===== src/rtl/spi_pixel_sender_if.sv =====
// spi_pixel_sender_if: pixel-word handshake plus SPI pin bundle for spi_pixel_sender
interface spi_pixel_sender_if #(parameter int W = 24);
   logic [W-1:0] WordIn;
   logic         WordValid;
   logic         WordReady;
   logic         Busy;
   logic         Sclk;
   logic         Mosi;
   logic         CSel;
   modport master (output WordIn, WordValid, input WordReady, Busy, Sclk, Mosi, CSel);
   modport slave (input WordIn, WordValid, output WordReady, Busy, Sclk, Mosi, CSel);
endinterface


===== src/rtl/spi_pixel_sender.sv =====
// spi_pixel_sender: mode-0 SPI master sending each pixel word as CSel-framed bytes, MSB first
// Define SPI_TX_FIFO_EN to put a FIFO_DEPTH-word FIFO in front of the FSM; otherwise a single holding register.
module spi_pixel_sender #(
   parameter int CLK_DIV        = 1,
   parameter int BYTES_PER_WORD = 3,
   parameter int PACKET_GAP     = 16,
   parameter int FIFO_DEPTH     = 4
) (
   input logic               MainClkSrc,
   input logic               Reset,
   spi_pixel_sender_if.slave bus
);
   localparam int W  = 8 * BYTES_PER_WORD;
   localparam int DW = CLK_DIV > 1 ? $clog2(CLK_DIV) : 1;
   localparam int YW = BYTES_PER_WORD > 1 ? $clog2(BYTES_PER_WORD) : 1;
   localparam int GW = PACKET_GAP > 1 ? $clog2(PACKET_GAP) : 1;
   typedef enum logic [2:0] {IDLE, SETUP, BIT_LO, BIT_HI, TAIL, DESEL, GAP} state_t;
   state_t        state_q;
   logic [DW-1:0] div_q;
   logic [2:0]    bit_q;
   logic [YW-1:0] byte_q;
   logic [GW-1:0] gap_q;
   logic [7:0]    shreg_q;
   logic [W-1:0]  word_q;
   logic          sclk_q, mosi_q, csel_q;
   logic          avail;
   logic [W-1:0]  head;
   logic          tick;
   assign tick     = div_q == DW'(CLK_DIV - 1);
   assign bus.Sclk = sclk_q;
   assign bus.Mosi = mosi_q;
   assign bus.CSel = csel_q;
`ifdef SPI_TX_FIFO_EN
   localparam int AW = FIFO_DEPTH > 1 ? $clog2(FIFO_DEPTH) : 1;
   logic [W-1:0]  mem_q [FIFO_DEPTH];
   logic [AW-1:0] wr_q, rd_q;
   logic [AW:0]   cnt_q;
   logic          push, pop;
   assign bus.WordReady = cnt_q != (AW + 1)'(FIFO_DEPTH);
   assign bus.Busy      = state_q != IDLE || cnt_q != '0;
   assign push          = bus.WordValid && bus.WordReady;
   assign pop           = state_q == IDLE && cnt_q != '0;
   assign avail         = pop;
   assign head          = mem_q[rd_q];
   // word storage; only occupied slots are ever read, so no reset is needed
   always_ff @(posedge MainClkSrc)
      if (push) mem_q[wr_q] <= bus.WordIn;
   // pointers and occupancy; simultaneous push and pop leave the count unchanged
   always_ff @(posedge MainClkSrc or posedge Reset)
      if (Reset) begin
         wr_q  <= '0;
         rd_q  <= '0;
         cnt_q <= '0;
      end else begin
         if (push) wr_q <= wr_q == AW'(FIFO_DEPTH - 1) ? '0 : wr_q + AW'(1);
         if (pop) rd_q <= rd_q == AW'(FIFO_DEPTH - 1) ? '0 : rd_q + AW'(1);
         cnt_q <= cnt_q + (AW + 1)'(push) - (AW + 1)'(pop);
      end
`else
   assign bus.WordReady = state_q == IDLE;
   assign bus.Busy      = state_q != IDLE;
   assign avail         = bus.WordValid;
   assign head          = bus.WordIn;
`endif
   // byte/bit sequencer with registered SPI pins; the word register shifts out one byte per frame
   always_ff @(posedge MainClkSrc or posedge Reset)
      if (Reset) begin
         state_q <= IDLE;
         div_q   <= '0;
         bit_q   <= '0;
         byte_q  <= '0;
         gap_q   <= '0;
         shreg_q <= '0;
         word_q  <= '0;
         sclk_q  <= 1'b0;
         mosi_q  <= 1'b0;
         csel_q  <= 1'b1;
      end else begin
         div_q <= (state_q == IDLE || state_q == GAP || tick) ? '0 : div_q + DW'(1);
         case (state_q)
            IDLE: if (avail) begin
               state_q <= SETUP;
               csel_q  <= 1'b0;
               shreg_q <= head[W-1 -: 8];
               word_q  <= head << 8;
            end
            SETUP: if (tick) begin
               state_q <= BIT_LO;
               mosi_q  <= shreg_q[7];
            end
            BIT_LO: if (tick) begin
               state_q <= BIT_HI;
               sclk_q  <= 1'b1;
            end
            BIT_HI: if (tick) begin
               sclk_q  <= 1'b0;
               shreg_q <= shreg_q << 1;
               bit_q   <= bit_q + 3'd1;
               state_q <= bit_q == 3'd7 ? TAIL : BIT_LO;
               if (bit_q != 3'd7) mosi_q <= shreg_q[6];
            end
            TAIL: if (tick) begin
               state_q <= DESEL;
               csel_q  <= 1'b1;
               mosi_q  <= 1'b0;
            end
            DESEL: if (tick) begin
               if (byte_q == YW'(BYTES_PER_WORD - 1)) begin
                  byte_q  <= '0;
                  state_q <= PACKET_GAP == 0 ? IDLE : GAP;
               end else begin
                  byte_q  <= byte_q + YW'(1);
                  state_q <= SETUP;
                  csel_q  <= 1'b0;
                  shreg_q <= word_q[W-1 -: 8];
                  word_q  <= word_q << 8;
               end
            end
            GAP: begin
               gap_q <= gap_q == GW'(PACKET_GAP - 1) ? '0 : gap_q + GW'(1);
               if (gap_q == GW'(PACKET_GAP - 1)) state_q <= IDLE;
            end
            default: state_q <= IDLE;
         endcase
      end
endmodule


===== src/flat_wrapper.sv =====
// flat-port wrapper written by rule: the top's interface ports become plain ports
module spi_pixel_sender_flat 
#(
   parameter int CLK_DIV        = 1,
   parameter int BYTES_PER_WORD = 3,
   parameter int PACKET_GAP     = 16,
   parameter int FIFO_DEPTH     = 4
)
  (MainClkSrc, Reset, bus_WordIn, bus_WordValid, bus_WordReady, bus_Busy, bus_Sclk, bus_Mosi, bus_CSel);
  spi_pixel_sender_if #(.W((8 * (3)))) bus_i ();
  input logic MainClkSrc;
  input logic Reset;
  input wire logic [$bits(bus_i.WordIn)-1:0] bus_WordIn;
  input wire logic [$bits(bus_i.WordValid)-1:0] bus_WordValid;
  output wire logic [$bits(bus_i.WordReady)-1:0] bus_WordReady;
  output wire logic [$bits(bus_i.Busy)-1:0] bus_Busy;
  output wire logic [$bits(bus_i.Sclk)-1:0] bus_Sclk;
  output wire logic [$bits(bus_i.Mosi)-1:0] bus_Mosi;
  output wire logic [$bits(bus_i.CSel)-1:0] bus_CSel;
  assign bus_i.WordIn = bus_WordIn;
  assign bus_i.WordValid = bus_WordValid;
  assign bus_WordReady = bus_i.WordReady;
  assign bus_Busy = bus_i.Busy;
  assign bus_Sclk = bus_i.Sclk;
  assign bus_Mosi = bus_i.Mosi;
  assign bus_CSel = bus_i.CSel;
  spi_pixel_sender #(.CLK_DIV(CLK_DIV), .BYTES_PER_WORD(BYTES_PER_WORD), .PACKET_GAP(PACKET_GAP), .FIFO_DEPTH(FIFO_DEPTH)) u_core (.MainClkSrc(MainClkSrc), .Reset(Reset), .bus(bus_i));
endmodule

===== config.mk =====
export PLATFORM = sky130hd
export DESIGN_NAME = spi_pixel_sender_flat
export DESIGN_NICKNAME = d
export VERILOG_FILES = /design/src/rtl/spi_pixel_sender_if.sv /design/src/rtl/spi_pixel_sender.sv /design/src/flat_wrapper.sv
export SDC_FILE = /design/constraint.sdc
export NUM_CORES = 1
export LEC_CHECK = 0
export ABC_AREA = 1
export ABC_CLOCK_PERIOD_IN_PS = 1310
export CAP_MARGIN = 20
export CELL_PAD_IN_SITES_DETAIL_PLACEMENT = 0
export CELL_PAD_IN_SITES_GLOBAL_PLACEMENT = 1
export CORE_MARGIN = 1.5
export CORE_UTILIZATION = 35
export CTS_CLUSTER_DIAMETER = 200
export DETAILED_ROUTE_END_ITERATION = 10
export PLACE_DENSITY_LB_ADDON = 0.1
export SLEW_MARGIN = 20
export SYNTH_ARGS = -nofsm -noshare
export SYNTH_HDL_FRONTEND = slang
export SYNTH_SLANG_ARGS = --single-unit

===== constraint.sdc =====
create_clock -name MainClkSrc -period 1.31 [get_ports MainClkSrc]
set_input_delay 0.262 -clock MainClkSrc [delete_from_list [all_inputs] [get_ports MainClkSrc]]
set_output_delay 0.262 -clock MainClkSrc [all_outputs]
set_load 0.03 [all_outputs]

# Word-level counts from Yosys, hierarchy flattened
# Cells that the tools add are included.
# classes
add_sub_neg,4
n_eq_ne,19
muxes,33
bitwise,1
reduce_logical,17
# ops
cell,count
$mux W24,3
$pmux W24 S2,1
$mux W8,4
$mux W3,9
$pmux W8 S3,1
$pmux W3 S7,1
$ne A2 B2 Y1 const B,8
$reduce_and A5 Y1,3
$eq A3 B3 Y1 const B,4
$reduce_bool A3 Y1,4
$mux W1,9
$reduce_and A7 Y1,1
$eq A3 B2 Y1 const B,2
$pmux W1 S3,2
$add A4 B1 Y4 const B,1
$eq A4 B4 Y1 const B,1
$mux W4,1
$reduce_and A2 Y1,2
$reduce_and A4 Y1,1
$reduce_bool A2 Y1,2
$add A3 B1 Y3 const B,1
$eq A3 B1 Y1 const B,1
$logic_not A3 Y1,1
$ne A3 B3 Y1 const B,1
9 further kinds,10
# totals
register_bits,48
inputBits,27
out_inout_bits,5
word_cells,84

# Depth between registers and ports, before layout
# Gate-level depths: netlist of run 1.
# logic_depth
word_depth,4
mapped_depth,10
depth_no_buf,8

# Worst setup path after synthesis of run 1
# No wires, ideal clock.
# synth_timing
path_kind,flip-flop to flip-flop
from,register u_core.state_q[2]
to,register u_core.word_q[10]
setup_time_ns,0.117
arrival_ns,1.444
required_time_ns,1.193
setup_slack_ns,-0.251
path_stages_with_launch,9
n_path_buf,2
period_less_slack_ns,1.561
cell_sequence,dfrtp_1 > buf_6 > nor2_4 > nand2_1 > o21ai_4 > nand2_8 > buf_12 > nand2_2 > nand2_1
# synth_between
elab_chain_cells,3
elab_cells_between_ends,8
classes_between,4 x eq/ne; 1 x mux; 3 x reduce/logical
# synth_rtl
item,line,rtl
from (decl),spi_pixel_sender.sv:18,state_t state_q;
from (signal assigned),spi_pixel_sender.sv:99,state_q <= bit_q == 3'd7 ? TAIL : BIT_LO;
from (signal assigned),spi_pixel_sender.sv:110,state_q <= PACKET_GAP == 0 ? IDLE : GAP;
$eq A3 B3 Y1 / $logic_not A3 Y1 (equally long branches),spi_pixel_sender.sv:80,case (state_q)
$ne A2 B2 Y1 (no line) / $reduce_bool A2 Y1 (equally long branches),--,
$reduce_and A4 Y1 (no line),--,
to (signal assigned),spi_pixel_sender.sv:85,word_q <= head << 8;
to (signal assigned),spi_pixel_sender.sv:116,word_q <= word_q << 8;
to (decl),spi_pixel_sender.sv:24,logic [W-1:0] word_q;
# Parallel ways exist; a longest one is shown, timed or not.
# A chain may end at the register's enable or synchronous reset.

# Worst setup path after layout of run 1
# layout_timing
from,register u_core.state_q[1]
to,register u_core.shreg_q[2]
# layout_between
elab_chain_cells,3
elab_cells_between_ends,10
classes_between,6 x eq/ne; 1 x mux; 3 x reduce/logical
# layout_rtl
item,line,rtl
"$eq A3 B3 Y1, or another cell as far along",spi_pixel_sender.sv:80,
$ne A2 B2 Y1 (no line) / $reduce_bool A3 Y1 (equally long branches),--,
$reduce_and A5 Y1 (no line),--,
to (signal assigned),spi_pixel_sender.sv:84,shreg_q <= head[W-1 -: 8];
to (signal assigned),spi_pixel_sender.sv:97,shreg_q <= shreg_q << 1;
to (signal assigned),spi_pixel_sender.sv:115,shreg_q <= word_q[W-1 -: 8];
to (decl),spi_pixel_sender.sv:23,logic [7:0] shreg_q;
# Parallel ways exist; a longest one is shown, timed or not.

==> results of run 1 <==
[worst max path at each step]
stage                   endpoint  cells past startpoint
3_3_place_gp   u_core.word_q[11]                      7
4_1_cts            bus_WordReady                      5
3_5_place_dp   u_core.word_q[23]                      7
6_report       u_core.shreg_q[2]                      9
2_1_floorplan  u_core.word_q[10]                      8
5_1_grt        u_core.shreg_q[3]                      9
[cell usage after synthesis, types with 3 or more instances]
cell	n	share of area [%]
nor2_2	3	0.79
inv_1	15	2.4
a21oi_1	3	0.63
buf_6	8	3.8
ha_1	3	1.6
nor2_1	7	1.1
dfrtp_1	39	41
nand4_1	3	0.79
nand3_2	4	1.7
nand3b_1	8	2.5
o21ai_0	5	1.1
nand2_1	126	20
nand2_2	12	3.2
nand3_1	45	9.5
[metal layers]
layer	up-vias	wire length, um	part of all wire (%)
met5	-	0	0
li1	1135	-	-
met2	27	2910	49
met3	2	142	2.4
met1	1017	2880	48
met4	0	29	0.49
[cells in the final DEF, fill, tap and decap left out, drive strengths merged]
cell type,n
bufinv,1
o21a,2
conb,1
o21ai,7
nand4,3
dfstp,1
ha,3
nand3b,8
clkinvlp,1
clkinv,3
xor2,1
dfrtp,39
clkdlybuf4s50,26
inv,18
xnor2,2
a21oi,3
clkbuf,6
nand3,51
nand2,140
buf,58
nor2,11
o21bai,1
[worst max-delay path: stages (launching register included)]
cell	delay, ps
dfrtp_2	450
inv_8	70
buf_12	100
nand3_4	100
buf_12	160
buf_4	180
nand3_4	70
nand3_2	80
nand3_2	70
nand2_2	50
[through the flow]
step / setup TNS, ps / cells / total power [W]
2_1_floorplan: -602 / 304 / 0.00430
4_1_cts: -2850 / 459 / 0.00702
3_5_place_dp: -5900 / 436 / 0.00516
5_1_grt: -5990 / 463 / 0.00812
3_3_place_gp: -6060 / 436 / 0.00512
6_report: -3160 / 463 / 0.00752
[timing repair]
item | in CTS | in global routing
resized for setup | 43 | 59
setup buffers | 14 | 3
endpoints found under the setup margin | 39 | 41
pin swaps | 21 | 27
cloned | 2 | 1
[sequential cells by signal, summed over array words and instances, names as in the netlist]
register and cells:
u_core.bit_q 3, u_core.bus.CSel 1, u_core.bus.Mosi 1, u_core.bus.Sclk 1, u_core.byte_q 2, u_core.div_q 1
u_core.gap_q 4, u_core.shreg_q 8, u_core.state_q 3, u_core.word_q 16
[kinds of logic after synthesis]
kind of cell | synth area share [%]
buf+inv | 8.96
simple gates | 42.3
compound gates | 3.69
flops | 42.2
fa+ha+maj | 1.58
other cells | 0.158
xor+xnor | 1.11
[area by class of cell]
class,count,area (sq um)
clock inverters,3,42.5
clock buffers,5,68.8
repair inverters,1,5.00
flip-flops and latches,40,1010
fillers,594,2740
inverters,19,104
well taps,77,96.3
multi-input cells,233,1490
repair buffers,85,905
[where the power goes]
part | internal, W | leakage, nW | switching, W
clock | 0.000564 | 0.0541 | 0.000450
combinational | 0.00211 | 1.31 | 0.00232
sequential | 0.00175 | 0.499 | 0.000332
==> flow_summary.ini, run 1 <==
[run_status]
status = finished with violations
violations = negative setup slack

[route]
vias = 2181
wl_per_cell_um = 12.9
drc = 0
drtPass1Iterations = 4
postRouteAntennaNets = 0
via_per_inst = 4.71
routed_wirelength_um = 5960
drt-initial-drc-count = 153

[floorplanning]
die_area_sq_um = 7280
io_pins = 32
start_util_pct = 36.7
core_sq_um = 6460
fp.dieH_um = 85.4
die_x_um = 85.4
fp-row-count = 29

[clock_network]
clockBufferDepth = 2
cts_max_level = 2
cts_hold_buf = 0
path_clk_slew_ps = 80
cts_sinks = 40
insertion_delay_ps = 290
clockRootBuffer = clkbuf_8
cts_tree = yes
cts_made_buffers = 5

[sta]
drv_slew = 0
final-setup-viol-count = 35
timing.final.crit_share_pct = 110
max_freq_mhz = 694
fin_crit_ps = 1440
holdWs_ps = 316
grt_setup_unrepaired = yes
skew_ps = 6.89
layout_setup_ws_ps = -131
finalHoldViolations = 0

[placed_design]
place_ws_ps = -234
place_area_sq_um = 3010
gp_congestion = 0.819
io_buffers = 31
dp_hpwl_um = 3900

[finish]
diodes = 0
drive_above_1_share_pct = 41.5
fin_nets = 415
fin_util_pct = 57.6
area_delta_synth_final_pct = 56.8
fin_area_sq_um = 3720

[synthesis]
yosys_warnings = 0
syn_area_sq_um = 2370
synthCells = 304
syn_nets = 334
postSynthAreaPerCell_sq_um = 7.81
ys_seq_area_share_pct = 42.2
yosys_register_bits = 40
synth_edf_count = 0
async_reset_ff_share_pct = 100
yosysUniqueCellTypes = 32
ys_dominant_reg_cell = dfrtp_1

[run]
drv_cap = 0

[grt]
use_met1_pct = 23.8
grt_usage_pct = 17.4
grt_pass1_wl_um = 10000
grt-ovfl-total = 0
grt_pass1_vias = 2162
grt_antenna_before_repair = 0
grtUsageMet2_pct = 28.1
grt_max_degree = 41
top_usage_layer = met2
grt_util_met3_pct = 3.50

[setup_path]
r2r_slack_ps = -130
worstPathArrival_ps = 1630
r2r-end = u_core.shreg_q[2]
rr_worst_depth = 9
endpoint_kind = flop
regToRegStartpoint = u_core.state_q[1]
crit_type = flop to flop
worstSetupStartpoint = u_core.state_q[1]
worstPathRequired_ps = 1500
worstPathMaxFanout = 8
critPathLaunchType = flop

[power_and_ir_drop]
p_leak_nw = 1.86
vdd_ir_drop_max_mv = 0.783
powerDensity_nw_per_um2 = 2020

[worst_hold_path]
hold_class = input port to asynchronous set/reset pin
Power figures use the tool's default switching activity.
==> run 2: changes to the inputs <==
CORE_UTILIZATION = 36   (was 35)
HOLD_SLACK_MARGIN = 0.15   (was not set)
==> flow_summary.ini, run 2 (same netlist as run 1, synthesis figures left out) <==
[sta]
final-setup-viol-count = 38
skew_ps = 5.89
fin_crit_ps = 1450
layout_setup_ws_ps = -144
drv_slew = 0
holdWs_ps = 215
grt_setup_unrepaired = yes
timing.setup.tns_ps = -3730
timing.final.crit_share_pct = 111
max_freq_mhz = 688
finalHoldViolations = 0

[floorplanning]
core_sq_um = 6350
fp-row-count = 29
start_util_pct = 37.4
die_area_sq_um = 7090
fp.dieH_um = 84.2
io_pins = 32
die_x_um = 84.2

[placed_design]
dp_hpwl_um = 3890
place_ws_ps = -222
gp_congestion = 0.788
dp_cells = 437
io_buffers = 31

[finish]
fin_nets = 416
stdcell_count = 464
drive_above_1_share_pct = 35.7
top_register = u_core.word_q
layout_commonest_cell = nand2_1
top_regs = u_core.word_q (16), u_core.shreg_q (8), u_core.gap_q (4)
diodes = 0
largest_reg_flops = 16
area_delta_synth_final_pct = 50.2
final_cell_mix = nand2_1 (111), buf_4 (36), dfrtp_1 (36), nand3_1 (33), clkdlybuf4s50_1 (26)

[clock_network]
path_clk_slew_ps = 80
cts_sinks = 40
cts_hold_buf = 0
cts_made_buffers = 5
clockRootBuffer = clkbuf_8
cts_max_level = 2
clockBufferDepth = 2
insertion_delay_ps = 290
cts_tree = yes

[setup_path]
critPathLaunchType = flop
endpoint_kind = output port
worstPathRequired_ps = 1050
worstPathMaxFanout = 3
worstPathArrival_ps = 1190
crit_type = flop to output port

[route]
drt-initial-drc-count = 78
postRouteAntennaNets = 0
drc = 0
via_per_inst = 4.66
drtPass1Iterations = 4
routed_wirelength_um = 5730
wl_per_cell_um = 12.3
vias = 2164

[power_and_ir_drop]
p_total_w = 0.00707
vdd_ir_drop_max_mv = 0.866
powerDensity_nw_per_um2 = 1980
p_leak_nw = 1.81

[run_status]
violations = negative setup slack
status = finished with violations

[grt]
grt_pass1_wl_um = 9900
grt_usage_pct = 17.2
grt_antenna_before_repair = 0
grt-ovfl-total = 0
grt_max_degree = 25
grt_pass1_vias = 2141

[worst_hold_path]
hold_class = input port to asynchronous set/reset pin

[run]
drv_cap = 0
[run 2: power breakdown]
group | switching [W] | internal [W] | total (W)
Sequential | 0.000336 | 0.00175 | 0.00208
Clock | 0.000462 | 0.000372 | 0.000834
Combinational | 0.00215 | 0.00200 | 0.00415
[run 2: path summary, 6_finish.rpt]
kind / start / slack (ps) / end / cells past startpoint
setup / recovery: u_core.state_q[0] / -140 / bus_WordReady / 5
hold / removal: Reset / 220 / u_core.gap_q[3] / 2
setup reg to reg: u_core.state_q[2] / -140 / u_core.shreg_q[6] / 8
hold reg to reg: u_core.bus.CSel / 470 / u_core.bus.CSel / 2
max in group asynchronous: Reset / 640 / u_core.bus.CSel / 3
min in group MainClkSrc: u_core.bus.CSel / 470 / u_core.bus.CSel / 2
[run 2: cell type report]
cell class | instances | area, sq um
Tap cell | 77 | 96.3
Timing Repair inverter | 1 | 5.00
Inverter | 19 | 104
Timing Repair Buffer | 86 | 910
Sequential cell | 40 | 1010
Fill cell | 606 | 2780
Multi-Input combinational cell | 233 | 1360
Clock buffer | 5 | 68.8
Clock inverter | 3 | 18.8
[run 2: repair_timing]
item	in CTS	in global routing
setup endpoints to repair	38	39
resized for setup	32	37
buffers inserted	10	7
cloned	2	1
pin swaps	15	17
[run 2: stage by stage]
stage / instance area (sq um) / util, %
final: 3570 / 56.2
after floorplan: 2410 / -
after detailed placement: 3030 / 47.7
after CTS: 3340 / 52.5
after global routing: 3570 / 56.2
after global placement: 3030 / 47.7
[run 2: critical path: stages (launching register included)]
cell and delay, ps:
dfrtp_2 440, nor2_4 130, buf_6 120, nand2_8 60
clkinv_4 40, buf_6 110
[run 2: per-layer routing]
layer	global-route usage, %	routed length [um]	vias up	part of all wire (%)
met5	0	0	-	0
met4	5.66	73	0	1.3
met3	3.74	214	6	3.7
met2	27.1	2640	34	46
met1	23.7	2800	984	49
li1	-	-	1140	-
